File: src/rtl/jamma_joy_responder.sv
// Adapter-side responder for the multiplexed JAMMA joystick bus: synchronises the
// core's player select, debounces both harnesses and drives the selected player.
module jamma_joy_responder #(
  parameter int unsigned DEB_MAX = 15,
  parameter int unsigned SETTLE  = 2,
  parameter int unsigned WD_BITS = 16
) (
  input  logic       clk,
  input  logic       reset_n,
  input  logic       jselect,
  input  logic [7:0] p1_raw,
  input  logic [7:0] p2_raw,
  output logic [7:0] jjoy,
  output logic [7:0] p1_stable,
  output logic [7:0] p2_stable,
  output logic       sel_active
);

  typedef enum logic [1:0] {
    ST_WAIT   = 2'd0,
    ST_SETTLE = 2'd1,
    ST_DRIVE  = 2'd2
  } state_t;

  localparam logic [7:0]         DEB_LAST    = 8'(DEB_MAX - 1);
  localparam logic [3:0]         SETTLE_LOAD = (SETTLE == 32'd0) ? 4'd0 : 4'(SETTLE - 1);
  localparam logic [WD_BITS-1:0] WD_MAX      = {WD_BITS{1'b1}};
  localparam logic [WD_BITS-1:0] WD_PRE      = WD_MAX - {{(WD_BITS-1){1'b0}}, 1'b1};

  logic               sel_m_r, sel_s_r, sel_d_r;
  logic [1:0]         prime_r;
  logic [7:0]         p1_m_r, p1_s_r, p2_m_r, p2_s_r;
  logic [15:0]        stable_r;
  logic [7:0]         deb_cnt_r [16];
  logic [15:0]        sync_all_s;

  state_t             state_r, state_nxt;
  logic [3:0]         settle_r, settle_nxt;
  logic [WD_BITS-1:0] wd_r, wd_nxt;
  logic [7:0]         jjoy_r, jjoy_nxt;
  logic               sel_active_r, sel_active_nxt;

  logic               edge_s;
  logic               wd_timeout_s;
  logic [7:0]         sel_data_s;

  // Two-flop synchronisers plus the select delay flop used for edge detection
  always_ff @(posedge clk or negedge reset_n) begin
    if (!reset_n) begin
      sel_m_r <= 1'b1;
      sel_s_r <= 1'b1;
      sel_d_r <= 1'b1;
      prime_r <= 2'd0;
      p1_m_r  <= 8'hFF;
      p1_s_r  <= 8'hFF;
      p2_m_r  <= 8'hFF;
      p2_s_r  <= 8'hFF;
    end else begin
      sel_m_r <= jselect;
      sel_s_r <= sel_m_r;
      sel_d_r <= sel_s_r;
      prime_r <= (prime_r == 2'd3) ? 2'd3 : prime_r + 2'd1;
      p1_m_r  <= p1_raw;
      p1_s_r  <= p1_m_r;
      p2_m_r  <= p2_raw;
      p2_s_r  <= p2_m_r;
    end
  end

  // The select pipeline resets to 1, so edges are ignored until it has filled with
  // real samples; otherwise a static-low select would look like an edge after reset.
  assign edge_s     = (prime_r == 2'd3) && (sel_s_r ^ sel_d_r);
  assign sync_all_s = {p2_s_r, p1_s_r};
  assign sel_data_s = sel_s_r ? stable_r[15:8] : stable_r[7:0];

  // Per-bit debounce: stable bit follows only after DEB_MAX consecutive differing cycles
  always_ff @(posedge clk or negedge reset_n) begin
    if (!reset_n) begin
      stable_r <= 16'hFFFF;
      for (int i = 0; i < 16; i++) begin
        deb_cnt_r[i] <= 8'd0;
      end
    end else begin
      for (int i = 0; i < 16; i++) begin
        if (sync_all_s[i] == stable_r[i]) begin
          deb_cnt_r[i] <= 8'd0;
        end else if (deb_cnt_r[i] == DEB_LAST) begin
          stable_r[i]  <= sync_all_s[i];
          deb_cnt_r[i] <= 8'd0;
        end else begin
          deb_cnt_r[i] <= deb_cnt_r[i] + 8'd1;
        end
      end
    end
  end

  assign wd_timeout_s = (wd_r == WD_MAX) || (wd_r == WD_PRE);

  // Next-state and bus value; a select edge outranks watchdog expiry
  always_comb begin
    state_nxt      = state_r;
    settle_nxt     = settle_r;
    wd_nxt         = wd_r;
    jjoy_nxt       = jjoy_r;
    sel_active_nxt = sel_active_r;
    if (edge_s) begin
      wd_nxt         = {WD_BITS{1'b0}};
      sel_active_nxt = 1'b1;
      if (SETTLE == 32'd0) begin
        state_nxt  = ST_DRIVE;
        settle_nxt = 4'd0;
        jjoy_nxt   = sel_data_s;
      end else begin
        state_nxt  = ST_SETTLE;
        settle_nxt = SETTLE_LOAD;
        jjoy_nxt   = 8'hFF;
      end
    end else if (wd_timeout_s) begin
      wd_nxt         = WD_MAX;
      state_nxt      = ST_WAIT;
      settle_nxt     = 4'd0;
      jjoy_nxt       = 8'hFF;
      sel_active_nxt = 1'b0;
    end else begin
      wd_nxt = wd_r + {{(WD_BITS-1){1'b0}}, 1'b1};
      case (state_r)
        ST_WAIT: begin
          jjoy_nxt = 8'hFF;
        end
        ST_SETTLE: begin
          if (settle_r == 4'd0) begin
            state_nxt = ST_DRIVE;
            jjoy_nxt  = sel_data_s;
          end else begin
            settle_nxt = settle_r - 4'd1;
            jjoy_nxt   = 8'hFF;
          end
        end
        ST_DRIVE: begin
          jjoy_nxt = sel_data_s;
        end
        default: begin
          state_nxt = ST_WAIT;
          jjoy_nxt  = 8'hFF;
        end
      endcase
    end
  end

  // FSM, guard counter, watchdog and registered bus outputs
  always_ff @(posedge clk or negedge reset_n) begin
    if (!reset_n) begin
      state_r      <= ST_WAIT;
      settle_r     <= 4'd0;
      wd_r         <= {WD_BITS{1'b0}};
      jjoy_r       <= 8'hFF;
      sel_active_r <= 1'b0;
    end else begin
      state_r      <= state_nxt;
      settle_r     <= settle_nxt;
      wd_r         <= wd_nxt;
      jjoy_r       <= jjoy_nxt;
      sel_active_r <= sel_active_nxt;
    end
  end

  assign jjoy       = jjoy_r;
  assign sel_active = sel_active_r;
  assign p1_stable  = stable_r[7:0];
  assign p2_stable  = stable_r[15:8];

endmodule

File: config.mk
export PLATFORM = sky130hd
export DESIGN_NAME = jamma_joy_responder
export DESIGN_NICKNAME = d
export VERILOG_FILES = /design/src/rtl/jamma_joy_responder.sv
export SDC_FILE = /design/constraint.sdc
export NUM_CORES = 1
export LEC_CHECK = 0
export ABC_AREA = 1
export BUFFER_PORTS_ARGS = -buffer_cell sky130_fd_sc_hd__buf_4
export CAP_MARGIN = 20
export CELL_PAD_IN_SITES_DETAIL_PLACEMENT = 1
export CELL_PAD_IN_SITES_GLOBAL_PLACEMENT = 2
export CORE_MARGIN = 3
export CORE_UTILIZATION = 41
export DETAILED_ROUTE_END_ITERATION = 10
export HOLD_SLACK_MARGIN = 0.15
export PLACE_DENSITY = 0.95
export SYNTH_ARGS = -nofsm -noshare
export SYNTH_HDL_FRONTEND = slang
export SYNTH_SLANG_ARGS = --single-unit
export TNS_END_PERCENT = 30
File: constraint.sdc
create_clock -name clk -period 3.9 [get_ports clk]
set_clock_uncertainty 0.05 [all_clocks]
set_input_delay 0.39 -clock clk [delete_from_list [all_inputs] [get_ports clk]]
set_output_delay 0.39 -clock clk [all_outputs]
set_load 0.01 [all_outputs]
==> results of run 1 <==
## state kept, by name, indices dropped and copies added, names as in the netlist, 2 cells and up
name and cells:
settle_r 4, p2_s_r 8, p1_s_r 8, wd_r 16
deb_cnt_r 128, state_r 2, jjoy 8, p1_m_r 8
stable_r 16, p2_m_r 8, prime_r 2
## power by group through the flow
stage	clock network (mW)	registers, mW	logic (mW)
5_1_grt	2.37	2.47	0.638
3_5_place_dp	0	2.49	0.550
6_report	2.21	2.46	0.553
2_1_floorplan	0	2.48	0.316
3_3_place_gp	0	2.49	0.527
4_1_cts	2.27	2.46	0.571
## cells by family (layout without fill, tap and decap cells)
group / after synthesis / after routing / synth area share (%)
adder cells (fa/ha/maj): 39 / 39 / 5.01
AO/OA/AOI/OAI: 119 / 119 / 6.47
AND/OR/NAND/NOR: 543 / 543 / 23.3
XOR/XNOR: 40 / 40 / 3.59
buffers and inverters: 165 / 270 / 6.51
flip-flops: 212 / 212 / 55.2
## layout make-up
class	instances	share of cell area, %
repair buffers	65	4.73
multi-input cells	741	32.7
clock buffers	36	6.17
inverters	161	5.29
well taps	313	3.43
flip-flops and latches	212	47.0
clock inverters	8	0.668
## cells in the mapped netlist, types with 2 or more instances
cell      instances  area (µm²)
o21bai_1          6        45.0
ha_1             39         488
buf_6             2        22.5
nor2_1          199         747
dfrtp_1         153        3830
o21a_1            4        30.0
xor2_1           21         184
clkbuf_1          2        7.51
nand3_1          86         430
o211ai_1          4        30.0
or2_2             2        12.5
dfstp_2          59        1550
a21oi_1          33         165
o21ai_0          72         360
nand2_1         216         811
nand4_1          23         144
xnor2_1          19         166
inv_1           159         597
nor3_1            9        45.0
## through the flow
| stage | hold slack [ns] | cells |
|---|---|---|
| finish | 0.304 | 1536 |
| global route | 0.306 | 1536 |
| CTS | 0.305 | 1536 |
| detailed placement | 0.297 | 1474 |
| global placement | 0.296 | 1474 |
| floorplan | 0.0444 | 1118 |
## final timing paths
check | from | endpoint | slack [ns]
worst min-delay path | p1_m_r[4] | p1_s_r[4] | 0.30
worst min register to register | p1_m_r[4] | p1_s_r[4] | 0.30
min in group asynchronous | reset_n | deb_cnt_r[69] | 0.48
max in group asynchronous | reset_n | p2_s_r[1] | 2.26
worst max-delay path | sel_s_r | jjoy[3] | 2.06
worst max register to register | sel_s_r | jjoy[3] | 2.06
## timing repair
| action | 4_1_cts | 5_1_grt |
|---|---|---|
| endpoints found under the setup margin | 0 | 0 |
| hold buffers | 18 | 0 |
| endpoints found under the hold margin | 96 | 0 |
## layer usage
metal  wire length (µm)  share of wire (%)  track usage (%)
met1               9810                 45             21.8
met4                434                2.0             3.67
met2              10900                 50             30.9
met3                509                2.4             2.65
met5                  0                  0                0
==> results.py, run 1 <==
metrics = {
    "run_status": {
        "status": "finished clean",
    },
    "clock_tree": {
        "cts_setup_buffers": 0,
        "clkLatencyLatePin_ns": 0.52,
        "path_clk_slew_ns": 0.06,
        "cts.root.buffer_cell": "clkbuf_16",
        "cts_buffer_depth": 3,
        "cts_tree": "done",
        "cts_buffers": 24,
        "cts.sinks": 212,
        "post_cts_resized": 0,
        "cts_max_level": 1,
    },
    "setup_path": {
        "start_kind": "flop",
        "path_cells": "nor2_1 > nor2_1 > nand3_1 > nand2_1 > nor2_4 > nand2_1",
        "crit_family": "simple AND/OR/NAND/NOR gates",
        "rr_worst_depth": 6,
        "cp.arrival_ns": 2.24,
        "path_depth": 6,
        "critical-path-max-stage-delay_ns": 0.60,
        "critPathSlowestCell": "dfstp_2",
        "worstPathRequired_ns": 4.30,
        "worstPathMaxFanout": 13,
        "endpoint_kind": "flop",
        "path_class": "flop to flop",
        "crit_buf_inv": 0,
    },
    "worst_hold_path": {
        "hold_path.class": "flop to flop",
        "whs_path_depth": 0,
    },
    "logic_synthesis": {
        "synth.ff_latch_count": 212,
        "synth_warnings": 0,
        "synthCells": 1118,
        "async_flop_share_pct": 100,
        "synth_ff_type": "dfrtp_1",
        "syn_area_um2": 9750,
        "synth_area_per_cell_um2": 8.72,
        "ys_seq_area_share_pct": 55.2,
        "synth_fp_nets": 1176,
        "synth.distinct_cells": 29,
        "synth_edf_count": 0,
    },
    "drt": {
        "dr.pass1.iters": 4,
        "vias": 7414,
        "final_antenna_net_count": 0,
        "drt-initial-drc-count": 255,
        "wl_um": 21700,
        "detail_route.vias_per_cell": 4.83,
        "wl_per_cell_um": 14.1,
        "drc": 0,
    },
    "power_and_ir_drop": {
        "swShare_pct": 25.5,
        "power.leakage_nw": 5.26,
        "power.net_switching_mw": 1.33,
        "power.total_mw": 5.22,
        "p_comb_share_pct": 10.6,
        "intPower_mw": 3.89,
        "peakVddDrop_mv": 0.391,
        "pwr-share-clk_pct": 42.4,
        "p_per_area_nw_per_um2": 457,
        "pwr-share-seq_pct": 47.0,
    },
    "global_routing": {
        "antenna_found_initial": 0,
        "grt_pass1_wl_um": 37400,
        "grt_pass1_vias": 7960,
        "track_usage_pct": 17.1,
        "grt_max_degree": 114,
        "grt-ovfl-total": 0,
    },
    "placement": {
        "postPlaceCellArea_um2": 10500,
        "place_congestion": 0.751,
        "dp_slack_ns": 2.06,
        "io_buffer_count": 43,
        "place_hpwl_um": 15200,
    },
    "final_layout": {
        "synthToLayoutAreaGrowth_pct": 17.3,
        "fin_nets": 1263,
        "multi_input_area_um2": 3740,
        "regArea_um2": 5380,
        "layout_commonest_cell": "nand2_1",
        "final_area_um2": 11400,
        "antenna_cells": 0,
        "drive_gt1_share_pct": 12.5,
        "final_util_pct": 49.7,
        "mostFrequentLayoutCells": "nand2_1, nor2_1, inv_1, dfrtp_1, nand3_1",
        "fillerInstances": 2699,
    },
    "floorplan": {
        "die_h_um": 160,
        "pin_count": 44,
        "die_w_um": 160,
        "core-area_um2": 23000,
        "initial_utilization_pct": 42.4,
        "rows": 55,
        "dieArea_um2": 25700,
    },
    "sta": {
        "slew-limit-headroom_pct": 42.7,
        "fin_tns_setup_ns": 0,
        "final-hold-violation-count": 0,
        "tightest_slew_ns": 0.859,
        "rsz0062_at_grt": "false",
        "max_freq_mhz": 544,
        "slew_violations": 0,
        "fin_crit_ns": 1.84,
        "fin_ws_ns": 2.06,
        "finalCritPeriodShare_pct": 47.1,
        "finalSetupViolCount": 0,
    },
    "run": {
        "cap_violations": 0,
    },
}
(Power assumes the default switching activity.)
==> run 2, diff against run 1 <==
--- a/config.mk
+++ b/config.mk
@@ -5,16 +5,16 @@
 export SDC_FILE = /design/constraint.sdc
 export NUM_CORES = 1
 export LEC_CHECK = 0
-export ABC_AREA = 1
+export ABC_AREA = 0
 export BUFFER_PORTS_ARGS = -buffer_cell sky130_fd_sc_hd__buf_4
 export CAP_MARGIN = 20
 export CELL_PAD_IN_SITES_DETAIL_PLACEMENT = 1
 export CELL_PAD_IN_SITES_GLOBAL_PLACEMENT = 2
 export CORE_MARGIN = 3
-export CORE_UTILIZATION = 41
+export CORE_UTILIZATION = 42
 export DETAILED_ROUTE_END_ITERATION = 10
 export HOLD_SLACK_MARGIN = 0.15
-export PLACE_DENSITY = 0.95
+export PLACE_DENSITY = 0.92
 export SYNTH_ARGS = -nofsm -noshare
 export SYNTH_HDL_FRONTEND = slang
 export SYNTH_SLANG_ARGS = --single-unit
==> constraint.sdc (replaced) <==
create_clock -name clk -period 1.8 [get_ports clk]
set_clock_uncertainty 0.05 [all_clocks]
set_input_delay 0.18 -clock clk [delete_from_list [all_inputs] [get_ports clk]]
set_output_delay 0.18 -clock clk [all_outputs]
set_load 0.01 [all_outputs]
==> results.py, run 2 <==
metrics = {
    "power_and_ir_drop": {
        "intPower_mw": 8.63,
        "p_comb_share_pct": 13.3,
        "pwr-share-clk_pct": 40.3,
        "power.net_switching_mw": 2.95,
        "power.leakage_nw": 5.18,
        "swShare_pct": 25.5,
        "pwr-share-seq_pct": 46.4,
        "peakVddDrop_mv": 0.676,
        "p_per_area_nw_per_um2": 1040,
    },
    "final_layout": {
        "synthToLayoutAreaGrowth_pct": 21.4,
        "largestRegisters": "deb_cnt_r x128, stable_r x16, wd_r x16",
        "largest_reg_flops": 128,
        "final_cells": 1210,
        "drive_gt1_share_pct": 23.0,
        "final_util_pct": 52.5,
        "fin_nets": 975,
        "antenna_cells": 0,
        "regMostFlops": "deb_cnt_r",
        "mostFrequentLayoutCells": "nor2_1, dfrtp_1, xor2_1, buf_4, dfstp_2",
        "fillerInstances": 2211,
    },
    "setup_path": {
        "rr_worst_depth": 6,
        "endpoint_kind": "flop",
        "start_kind": "flop",
        "crit_start": "wd_r[0]",
        "worstPathRequired_ns": 2.16,
        "r2r_start": "wd_r[0]",
        "worstPathMaxFanout": 5,
        "cp.arrival_ns": 2.24,
        "worst-r2r-setup-slack_ns": -0.08,
        "crit_path_end": "jjoy[4]",
        "r2r-end": "jjoy[4]",
        "path_class": "flop to flop",
    },
    "sta": {
        "slew_violations": 0,
        "finalSetupViolCount": 10,
        "finalCritPeriodShare_pct": 104,
        "rsz0062_at_grt": "true",
        "slew-limit-headroom_pct": 44.8,
        "fin_crit_ns": 1.88,
        "final-hold-violation-count": 0,
        "tightest_slew_ns": 0.825,
        "max_freq_mhz": 532,
        "fin_tns_setup_ns": -0.554,
        "fin_ws_ns": -0.0792,
    },
    "drt": {
        "final_antenna_net_count": 0,
        "wl_per_cell_um": 16.4,
        "dr.pass1.iters": 4,
        "drt-initial-drc-count": 202,
        "detail_route.vias_per_cell": 5.06,
        "drc": 0,
        "vias": 6117,
        "wl_um": 19900,
    },
    "floorplan": {
        "dieArea_um2": 23700,
        "pin_count": 44,
        "die_h_um": 154,
        "initial_utilization_pct": 43.2,
        "die_w_um": 154,
        "rows": 53,
        "core-area_um2": 21300,
    },
    "logic_synthesis": {
        "async_flop_share_pct": 100,
        "synthTopCellsByArea": "dfrtp_1, dfstp_2, xor2_1",
        "synthCells": 804,
        "synth_ff_type": "dfrtp_1",
        "synth.ff_latch_count": 212,
        "synth_largest_area_cell": "dfrtp_1",
        "synth_edf_count": 0,
        "synth_warnings": 0,
        "synth_area_per_cell_um2": 11.4,
        "syn_area_um2": 9210,
        "ys_seq_area_share_pct": 58.4,
        "synth_commonest_cells": "dfrtp_1, nor2_1, xor2_1",
        "synth.distinct_cells": 41,
        "synth_top_area_share_pct": 41.6,
        "synth_fp_nets": 862,
    },
    "clock_tree": {
        "cts.root.buffer_cell": "clkbuf_16",
        "cts_tree": "done",
        "clkLatencyLatePin_ns": 0.52,
        "cts_buffer_depth": 3,
        "cts.sinks": 212,
        "cts_max_level": 1,
        "cts_buffers": 24,
        "path_clk_slew_ns": 0.06,
    },
    "global_routing": {
        "grt-ovfl-total": 0,
        "antenna_found_initial": 0,
        "track_usage_pct": 16.9,
        "grt_pass1_wl_um": 33700,
        "grt_pass1_vias": 6792,
        "grt_max_degree": 63,
    },
    "placement": {
        "place_hpwl_um": 12900,
        "io_buffer_count": 43,
        "post-place-cells": 1141,
        "place_congestion": 0.782,
    },
    "run_status": {
        "violations": "negative setup slack",
        "status": "complete, but fails checks",
    },
    "run": {
        "cap_violations": 0,
    },
    "worst_hold_path": {
        "hold_path.class": "primary input to asynchronous set/reset pin",
    },
}
-- run 2: cell families (layout without fill, tap and decap cells) --
logic type / count (synthesis) / count (layout) / synth area share (%)
buffers and inverters: 29 / 160 / 1.35
xor gates and xnor gates: 129 / 129 / 12.3
and+or+nand+nor: 340 / 340 / 17.9
adders and majority gates: 39 / 39 / 5.30
DFF: 212 / 212 / 58.4
AOI/OAI and AO/OA: 30 / 30 / 1.84
muxes: 25 / 25 / 2.94
-- run 2: area by class of cell --
type | count | area (µm²) | area share [%]
sequential | 212 | 5380 | 48.1
multi-input combinational | 563 | 3800 | 34.0
timing repair buffer | 93 | 803 | 7.19
clock buffer | 40 | 731 | 6.54
tap | 275 | 344 | 3.08
inverter | 23 | 86.3 | 0.773
clock inverter | 4 | 31.3 | 0.280
-- run 2: worst max-delay path: stages (launching register included) --
cell and delay [ns]:
dfrtp_1 0.40, ha_2 0.20, o211ai_1 0.40, nor4_4 0.13, nor4b_4 0.35, buf_6 0.18, o21ai_1 0.07
-- run 2: how the worst min path moves through the flow --
stage / startpoint / end / slack, ns / depth (start not counted)
2_1_floorplan: reset_n / deb_cnt_r[0] / -0.17 / 0
3_3_place_gp: reset_n / deb_cnt_r[47] / 0.11 / 1
3_5_place_dp: reset_n / deb_cnt_r[47] / 0.11 / 1
4_1_cts: reset_n / deb_cnt_r[47] / 0.17 / 2
5_1_grt: reset_n / deb_cnt_r[47] / 0.21 / 2
6_report: reset_n / deb_cnt_r[47] / 0.16 / 2
-- run 2: routing by layer --
| layer | vias to the layer above | global-route usage, % | routed length (µm) |
|---|---|---|---|
| met5 | - | 0 | 0 |
| met4 | 0 | 4.16 | 459 |
| met3 | 31 | 3.07 | 653 |
| met2 | 76 | 29.9 | 10000 |
| met1 | 3085 | 21.5 | 8770 |
| li1 | 2925 | - | - |
-- run 2: power by group through the flow --
stage / clock [mW] / sequential, mW / combinational (mW)
finish: 4.67 / 5.37 / 1.54
global route: 5.01 / 5.41 / 1.72
CTS: 4.81 / 5.37 / 1.43
detailed placement: 0 / 5.44 / 1.27
global placement: 0 / 5.42 / 1.21
floorplan: 0 / 5.42 / 0.654
-- run 2: through the flow --
stage / setup slack [ns] / total power, mW / area [µm²] / hold WS [ns]
floorplan: 0.0709 / 6.07 / 9210 / -0.166
global placement: -0.0354 / 6.63 / 10100 / 0.109
detailed placement: -0.108 / 6.72 / 10100 / 0.112
CTS: -0.0572 / 11.6 / 11100 / 0.168
global route: -0.192 / 12.1 / 11200 / 0.205
finish: -0.0792 / 11.6 / 11200 / 0.155
-- run 2: repair_timing --
| item | 4_1_cts | 5_1_grt |
|---|---|---|
| cloned | 0 | 0 |
| buffers inserted | 5 | 3 |
| pin swaps | 5 | 4 |
| hold buffers | 18 | 0 |
| endpoints found under the hold margin | 188 | 0 |
| gates resized for setup | 10 | 26 |
| setup endpoints to repair | 11 | 32 |
==> run 3, diff against run 2 <==
==> config.mk (replaced) <==
export PLATFORM = sky130hd
export DESIGN_NAME = jamma_joy_responder
export DESIGN_NICKNAME = d
export VERILOG_FILES = /design/src/rtl/jamma_joy_responder.sv
export SDC_FILE = /design/constraint.sdc
export NUM_CORES = 1
export LEC_CHECK = 0
export ABC_AREA = 1
export BUFFER_PORTS_ARGS = -buffer_cell sky130_fd_sc_hd__buf_4
export CAP_MARGIN = 20
export CELL_PAD_IN_SITES_DETAIL_PLACEMENT = 0
export CELL_PAD_IN_SITES_GLOBAL_PLACEMENT = 1
export CORE_MARGIN = 3
export CORE_UTILIZATION = 47
export DETAILED_ROUTE_END_ITERATION = 10
export HOLD_SLACK_MARGIN = 0.15
export PLACE_DENSITY = 0.91
export SYNTH_ARGS = -nofsm -noshare
export SYNTH_HDL_FRONTEND = slang
export SYNTH_SLANG_ARGS = --single-unit
export TNS_END_PERCENT = 30
==> results.py, run 3 (synthesized netlist as in run 1, its figures left out) <==
metrics = {
    "final_layout": {
        "layout_commonest_cell": "nand2_1",
        "fillerInstances": 1815,
        "final_cells": 1506,
        "synthToLayoutAreaGrowth_pct": 18.2,
        "largest_reg_flops": 128,
        "drive_gt1_share_pct": 13.3,
        "largestRegisters": "deb_cnt_r x128, stable_r x16, wd_r x16",
        "multi_input_area_um2": 3740,
        "regArea_um2": 5380,
        "regMostFlops": "deb_cnt_r",
        "fin_nets": 1276,
        "mostFrequentLayoutCells": "nand2_1, nor2_1, inv_1, dfrtp_1, nand3_1",
        "antenna_cells": 0,
    },
    "clock_tree": {
        "cts_buffer_depth": 3,
        "cts.root.buffer_cell": "clkbuf_16",
        "path_clk_slew_ns": 0.06,
        "cts_max_level": 1,
        "cts.sinks": 212,
        "cts_tree": "done",
        "cts_buffers": 24,
        "cts_setup_buffers": 0,
        "clkLatencyLatePin_ns": 0.51,
    },
    "sta": {
        "tightest_slew_ns": 0.344,
        "rsz0062_at_grt": "false",
        "final-hold-violation-count": 0,
        "slew_violations": 0,
        "max_freq_mhz": 613,
        "holdWs_ns": 0.242,
        "slew-limit-headroom_pct": 77.0,
        "finalSetupViolCount": 0,
        "finalCritPeriodShare_pct": 90.6,
        "fin_tns_setup_ns": 0,
        "fin_crit_ns": 1.63,
    },
    "floorplan": {
        "die_h_um": 150,
        "die_w_um": 150,
        "dieArea_um2": 22500,
        "rows": 52,
        "initial_utilization_pct": 48.0,
        "pin_count": 44,
        "core-area_um2": 20300,
    },
    "setup_path": {
        "path_class": "flop to flop",
        "worstPathRequired_ns": 2.18,
        "worstPathMaxFanout": 17,
        "start_kind": "flop",
        "cp.arrival_ns": 2.01,
        "rr_worst_depth": 7,
        "worst-r2r-setup-slack_ns": 0.17,
        "r2r_start": "wd_r[0]",
        "endpoint_kind": "flop",
        "r2r-end": "jjoy[6]",
    },
    "global_routing": {
        "antenna_found_initial": 0,
        "grt_pass1_wl_um": 31200,
        "grt_pass1_vias": 6974,
        "track_usage_pct": 16.5,
        "grt-ovfl-total": 0,
        "grt_max_degree": 63,
    },
    "drt": {
        "final_antenna_net_count": 0,
        "drc": 0,
        "dr.pass1.iters": 4,
        "drt-initial-drc-count": 369,
        "detail_route.vias_per_cell": 4.73,
        "wl_um": 17500,
        "vias": 7129,
        "wl_per_cell_um": 11.6,
    },
    "power_and_ir_drop": {
        "power.leakage_nw": 5.33,
        "p_per_area_nw_per_um2": 965,
        "peakVddDrop_mv": 0.801,
    },
    "placement": {
        "io_buffer_count": 43,
        "post-place-cells": 1443,
        "place_hpwl_um": 12400,
        "place_congestion": 0.803,
    },
    "run": {
        "cap_violations": 0,
    },
    "worst_hold_path": {
        "hold_path.class": "primary input to asynchronous set/reset pin",
    },
    "run_status": {
        "status": "finished clean",
    },
}
## run 3: changes by cell type in the layout (fill, tap and decap cells not counted), sizes merged, moves of 16 or more
cell   change
a21oi     +18
and3      -19
inv      +137
mux2      -16
nand2    +172
nand3     +51
nand4     -18
nor2      +48
o21ai     +64
xor2      -78
## run 3: worst max path at each step
stage	from	endpoint	slack, ns
2_1_floorplan	wd_r[1]	wd_r[14]	0.44
4_1_cts	wd_r[0]	jjoy[6]	0.14
3_3_place_gp	wd_r[0]	jjoy[2]	0.18
6_report	wd_r[0]	jjoy[6]	0.17
3_5_place_dp	wd_r[0]	jjoy[3]	0.15
5_1_grt	wd_r[0]	jjoy[3]	0.02
## run 3: power breakdown
part | switching [mW] | leakage, nW | internal, mW | total, mW
logic | 0.703 | 2.26 | 0.487 | 1.19
registers | 0.187 | 2.69 | 5.11 | 5.30
clock network | 1.83 | 0.381 | 2.79 | 4.62
## run 3: critical path: stages, from the launching register on
cell and delay (ns):
dfrtp_1 0.40, ha_1 0.25, nor2_1 0.13, nor2_1 0.07, nand3_4 0.20, nand2_2 0.12, nor2_4 0.24, nand2_1 0.08
## run 3: per-stage QoR
stage          instance area [µm²]  setup slack, ns  utilization (%)  power (mW)
6_report                     11500            0.168             56.7        11.1
5_1_grt                      11500           0.0158             56.7        11.7
4_1_cts                      11500            0.135             56.7        11.3
3_5_place_dp                 10500            0.145             51.9        6.56
3_3_place_gp                 10500            0.181             51.9        6.53
2_1_floorplan                 9750            0.439                -        6.05
## run 3: per-layer routing
layer,global-route usage [%],part of all wire (%),up-vias
met4,4.25,2.0,0
li1,-,-,3737
met1,22.0,47,3294
met2,28.1,48,69
met3,2.70,2.9,29
met5,0,0,-
## run 3: timing repair
item | in CTS | in global routing
gates resized for setup | 0 | 1
hold buffers | 19 | 0
endpoints found under the setup margin | 0 | 2
endpoints found under the hold margin | 218 | 0
## run 3: cell type report
| class | instances | share of cell area (%) |
|---|---|---|
| multi-input cells | 741 | 32.5 |
| clock inverters | 4 | 0.272 |
| well taps | 270 | 2.93 |
| repair buffers | 78 | 5.97 |
| clock buffers | 40 | 6.43 |
| flip-flops and latches | 212 | 46.7 |
| inverters | 161 | 5.25 |
